[src/rtl/regfile_pkg.sv]
`default_nettype none
// +----------------------------------------------------------------------+
// | regfile_pkg                                                          |
// | Shared constants, write-port record and index check for regfile_mp.  |
// | Revision: 1.0                                                        |
// +----------------------------------------------------------------------+
package regfile_pkg;

   localparam int RF_DATA_W_DEF = 32;
   localparam int RF_DEPTH_DEF  = 32;
   localparam int RF_IDX_W_DEF  = $clog2(RF_DEPTH_DEF);
   localparam int RF_IDX_W_MAX  = 6;

   // Wide enough for any supported depth; issue logic narrows as needed.
   typedef struct packed {
      logic                     en;
      logic [RF_IDX_W_MAX-1:0]  addr;
      logic [RF_DATA_W_DEF-1:0] data;
   } rf_wr_t;

   function automatic logic idx_valid(input int unsigned idx,
                                      input int unsigned depth,
                                      input logic        zero_reg);
      return (idx < depth) && !(zero_reg && (idx == 0));
   endfunction

endpackage
`default_nettype wire

[src/rtl/regfile_mp_scoreboard.sv]
`default_nettype none
// +----------------------------------------------------------------------+
// | rf_scoreboard                                                        |
// | Per-register busy bits: writes clear, claims set, claim wins.        |
// | Revision: 1.0                                                        |
// +----------------------------------------------------------------------+
module rf_scoreboard
   import regfile_pkg::*;
#(
   parameter  int DEPTH    = RF_DEPTH_DEF,
   parameter  int NUM_RD   = 2,
   parameter  int NUM_WR   = 1,
   parameter  int ZERO_REG = 1,
   localparam int IDX_W    = $clog2(DEPTH)
) (
   input  logic                          clk,
   input  logic                          rst,
   input  logic [NUM_WR-1:0]             i_wen,
   input  logic [NUM_WR-1:0][IDX_W-1:0]  i_waddr,
   input  logic                          i_claim_en,
   input  logic [IDX_W-1:0]              i_claim_idx,
   input  logic [NUM_RD-1:0][IDX_W-1:0]  i_raddr,
   output logic [NUM_RD-1:0]             o_busy_rd,
   output logic [DEPTH-1:0]              o_busy_vec
);

   logic [DEPTH-1:0] r_busy;
   logic [DEPTH-1:0] w_busy_nxt;

   always_comb begin
      w_busy_nxt = r_busy;
      for (int p = 0; p < NUM_WR; p++) begin
         if (i_wen[p] && idx_valid(32'(i_waddr[p]), DEPTH, ZERO_REG != 0))
            w_busy_nxt[i_waddr[p]] = 1'b0;
      end
      // A new producer supersedes the one retiring this cycle.
      if (i_claim_en && idx_valid(32'(i_claim_idx), DEPTH, ZERO_REG != 0))
         w_busy_nxt[i_claim_idx] = 1'b1;
   end

   always_ff @(posedge clk) begin
      if (rst) r_busy <= '0;
      else     r_busy <= w_busy_nxt;
   end

   always_comb begin
      o_busy_rd = '0;
      for (int i = 0; i < NUM_RD; i++) begin
         if (idx_valid(32'(i_raddr[i]), DEPTH, ZERO_REG != 0))
            o_busy_rd[i] = r_busy[i_raddr[i]];
      end
   end

   assign o_busy_vec = r_busy;

endmodule
`default_nettype wire

[src/rtl/regfile_mp.sv]
`default_nettype none
// +----------------------------------------------------------------------+
// | regfile_mp                                                           |
// | Multi-port register file with write bypass and busy scoreboard.      |
// | Revision: 1.0                                                        |
// +----------------------------------------------------------------------+
module regfile_mp
   import regfile_pkg::*;
#(
   parameter  int DATA_W   = RF_DATA_W_DEF,
   parameter  int DEPTH    = RF_DEPTH_DEF,
   parameter  int NUM_RD   = 2,
   parameter  int NUM_WR   = 1,
   parameter  int BYPASS   = 1,
   parameter  int ZERO_REG = 1,
   localparam int IDX_W    = $clog2(DEPTH)
) (
   input  logic                          clk,
   input  logic                          RST,
   input  logic [NUM_WR-1:0]             wen,
   input  logic [NUM_WR-1:0][IDX_W-1:0]  waddr,
   input  logic [NUM_WR-1:0][DATA_W-1:0] wdata,
   input  logic [NUM_RD-1:0][IDX_W-1:0]  raddr,
   output logic [NUM_RD-1:0][DATA_W-1:0] rdata,
   output logic [NUM_RD-1:0]             rbusy,
   input  logic                          claim_en,
   input  logic [IDX_W-1:0]              claim_idx,
   output logic [DEPTH-1:0]              busy_vec
);

   logic [DATA_W-1:0] r_regs [DEPTH];
   logic [NUM_RD-1:0] w_hit;
   logic [NUM_RD-1:0] w_busy_rd;

   // Ascending port order makes the higher-numbered port win on a collision.
   always_ff @(posedge clk) begin
      if (RST) begin
         for (int k = 0; k < DEPTH; k++) r_regs[k] <= '0;
      end else begin
         for (int p = 0; p < NUM_WR; p++) begin
            if (wen[p] && idx_valid(32'(waddr[p]), DEPTH, ZERO_REG != 0))
               r_regs[waddr[p]] <= wdata[p];
         end
      end
   end

   always_comb begin
      rdata = '0;
      w_hit = '0;
      for (int i = 0; i < NUM_RD; i++) begin
         if (idx_valid(32'(raddr[i]), DEPTH, ZERO_REG != 0)) begin
            rdata[i] = r_regs[raddr[i]];
            if (BYPASS != 0) begin
               for (int p = 0; p < NUM_WR; p++) begin
                  if (wen[p] && (waddr[p] == raddr[i])) begin
                     rdata[i] = wdata[p];
                     w_hit[i] = 1'b1;
                  end
               end
            end
         end
      end
   end

   rf_scoreboard #(
      .DEPTH    (DEPTH),
      .NUM_RD   (NUM_RD),
      .NUM_WR   (NUM_WR),
      .ZERO_REG (ZERO_REG)
   ) u_scoreboard (
      .clk         (clk),
      .rst         (RST),
      .i_wen       (wen),
      .i_waddr     (waddr),
      .i_claim_en  (claim_en),
      .i_claim_idx (claim_idx),
      .i_raddr     (raddr),
      .o_busy_rd   (w_busy_rd),
      .o_busy_vec  (busy_vec)
   );

   // Forwarded data is the producer's result, so the register is no longer busy.
   assign rbusy = w_busy_rd & ~w_hit;

endmodule
`default_nettype wire

[config.mk]
export PLATFORM = sky130hd
export DESIGN_NAME = regfile_mp
export DESIGN_NICKNAME = d
export VERILOG_FILES = /design/src/rtl/regfile_pkg.sv /design/src/rtl/regfile_mp_scoreboard.sv /design/src/rtl/regfile_mp.sv
export SDC_FILE = /design/constraint.sdc
export NUM_CORES = 2
export LEC_CHECK = 0
export BUFFER_PORTS_ARGS = -buffer_cell sky130_fd_sc_hd__buf_4
export CAP_MARGIN = 30
export CORE_ASPECT_RATIO = 1.2
export CORE_MARGIN = 2
export CORE_UTILIZATION = 60
export DETAILED_ROUTE_END_ITERATION = 7
export PLACE_DENSITY_LB_ADDON = 0.12
export SYNTH_ARGS = -nofsm -noshare
export SYNTH_HDL_FRONTEND = slang
export SYNTH_HIERARCHICAL = 1
export SYNTH_SLANG_ARGS = --single-unit
[constraint.sdc]
create_clock -name clk -period 7.68 [get_ports clk]
set_input_delay 1.152 -clock clk [delete_from_list [all_inputs] [get_ports clk]]
set_output_delay 1.152 -clock clk [all_outputs]
set_load 0.05 [all_outputs]
==> flow_summary.toml <==
[outcome]
status = "completed"

[clock_tree]
cts.repair.resized = 0
insertion_delay_ps = 690
clock_sinks = 1056
cts_max_level = 3
cts_setup_buffers = 0
clockBufferDepth = 3
cts_tree = "built"
cts_hold_buf = 0
clk_pin_slew_worst_paths_ps = 60
root_buffer = "clkbuf_16"
cts_buffers = 104

[floorplanning]
start_util_pct = 60.7
die-height_um = 342
die_area_um2 = 97400
die_w_um = 285
rows = 123
core_area_um2 = 93900
ios = 154

[drt]
vias = 39500
first_pass_iters = 6
wl_per_cell_um = 38.1
ant_nets = 0
viasPerCell = 7.50
drc = 0
totalWireLength_mm = 201
drt-initial-drc-count = 6555

[yosys]
synth_flop_cell = "edfxtp_1"
yosys_warnings = 6
synth_seq_cells = 1056
avgSynthCellArea_um2 = 14.5
ys_seq_area_share_pct = 55.1
syn_area_um2 = 57000
synth_edf_count = 1024
ys_types = 52
ys_async_sr_fraction_pct = 0
netlist_instances = 3934

[setup_path]
startpoint_type = "primary input"
required_ps = 6530
r2r-start = "u_scoreboard/o_busy_vec[13]"
setup.worst_path.end_class = "primary output"
path_depth = 9
critPathMaxStageDelay_ps = 890
timing.critical_path.mode_cell = "buf_4"
worstPathArrival_ps = 4790
critPathSlowestCell = "nor2b_2"
path_cells = "clkbuf_8 -> nor2b_2 -> buf_4 -> a221o_1 -> a31oi_1 -> a2111oi_1 -> buf_2 -> a21o_1 -> buf_4"
crit_buf_inv = 4
crit_start = "raddr[7]"
worst_r2r_path_depth = 2
cpLargestDelayFamily = "buffers and inverters"
critical_path_class = "primary input to primary output"
cp_max_fo = 62

[timing]
rsz0062_at_grt = "false"
hold_viol = 0
drv_slew = 0
fin_setup_tns_ps = 0
clock-skew-final_ps = 0
fin_crit_ps = 5950
period_share_pct = 77.4
fmax_ghz = 0.168
relSlewSlack_pct = 23.1
setup_viol = 0
tightest_slew_ps = 1150

[grt]
grt_pass1_vias = 39700
grt_use_total_pct = 41.1
grt-ovfl-total = 0
grt_max_degree = 93
grt_first_pass_wirelength_mm = 281
antenna_found_initial = 9

[layout]
multi_input_area_um2 = 24100
drive_above_1_share_pct = 24.9
layout_common_cells = "1024 x edfxtp_1, 992 x and2_1, 462 x mux4_2, 254 x buf_4, 170 x mux2i_1"
final_common_cell = "edfxtp_1"
seq_area_um2 = 31400
final_nets = 3983
fill_cells = 6580
area_growth_pct = 10.1
design_area_um2 = 62700

[min_path]
hp-start = "u_scoreboard/o_busy_vec[8]"
whs_path_depth = 2
hold_class = "flop to flop"

[power_and_ir_drop]
p_per_area_nw_per_um2 = 220
vdd_drop_max_v = 0.000200
p_leak_nw = 21.7

[placement]
gp_routability_congestion = 0.882
port_buffers = 153
place_area_um2 = 59400
hpwl_mm = 118

[job]
drv_cap = 0
==> power by group <==
| part | total (mW) | switching, mW | leakage, nW | internal [mW] |
|---|---|---|---|---|
| combinational | 1.95 | 1.22 | 10.1 | 0.735 |
| clock | 5.05 | 2.28 | 1.60 | 2.77 |
| sequential | 6.81 | 0.177 | 10.0 | 6.63 |
| total | 13.8 | 3.68 | 21.7 | 10.1 |
==> state kept, by name, summed over array words and instances (netlist names) <==
register                 count
r_regs                    1024
u_scoreboard/o_busy_vec     32
==> kinds of logic after synthesis <==
logic type / share of synthesized area (%)
muxes: 22.1
other: 0.00658
AOI/OAI and AO/OA: 5.82
xor gates and xnor gates: 0.154
DFF: 55.1
and+or+nand+nor: 13.7
buffers and inverters: 3.19
==> area by class of cell <==
cell class                      instances  area share (%)
Antenna cell                            8          0.0319
Inverter                                2          0.0120
Sequential cell                      1056            50.1
Multi-Input combinational cell       2486            38.5
Clock inverter                         58           0.786
Clock buffer                          128            4.43
Timing Repair Buffer                  277            3.66
Tap cell                             1250            2.49
==> cell usage after synthesis, types with 51 or more instances <==
| cell type | count | share of area, % |
|---|---|---|
| o21ai_0 | 61 | 0.54 |
| clkbuf_1 | 315 | 2.1 |
| edfxtp_1 | 1024 | 54 |
| mux4_2 | 462 | 18 |
| a21oi_1 | 68 | 0.60 |
| nor2_1 | 51 | 0.34 |
| buf_2 | 64 | 0.56 |
| a22oi_1 | 64 | 0.84 |
| o22ai_1 | 62 | 0.68 |
| and2_1 | 993 | 11 |
| nand2_1 | 109 | 0.72 |
| mux2i_1 | 170 | 3.0 |
==> worst paths after layout <==
kind | to | slack [ps]
max reg2reg | u_scoreboard/o_busy_vec[13] | 6840
min reg2reg | u_scoreboard/o_busy_vec[8] | 510
min | u_scoreboard/o_busy_vec[8] | 510
max | rdata[54] | 1730
==> worst reg2reg max path, delay by kind of cell (launching register included) <==
kind               cells  cell delay, ps
DFF                    1             420
AOI/OAI and AO/OA      2             330
==> layer usage <==
layer	wire, um	share of wire (%)	global-route usage (%)	up-vias
li1	-	-	-	15200
met1	64700	32	51.3	19900
met2	94700	47	64.7	3534
met3	26500	13	9.67	842
met4	14500	7.3	27.6	12
met5	72	0.036	0	-
==> metrics by stage <==
stage	std cells	total power, mW	worst slack (ps)	utilization (%)	hold WS (ps)
6_report	5265	13.8	1730	66.8	513
2_1_floorplan	3965	8.09	2850	-	719
5_1_grt	5258	14.1	1810	66.8	533
3_5_place_dp	5070	8.82	1810	63.3	501
4_1_cts	5256	13.7	1800	66.7	510
3_3_place_gp	5063	8.76	1260	63.1	494
Power figures use the tool's default switching activity.
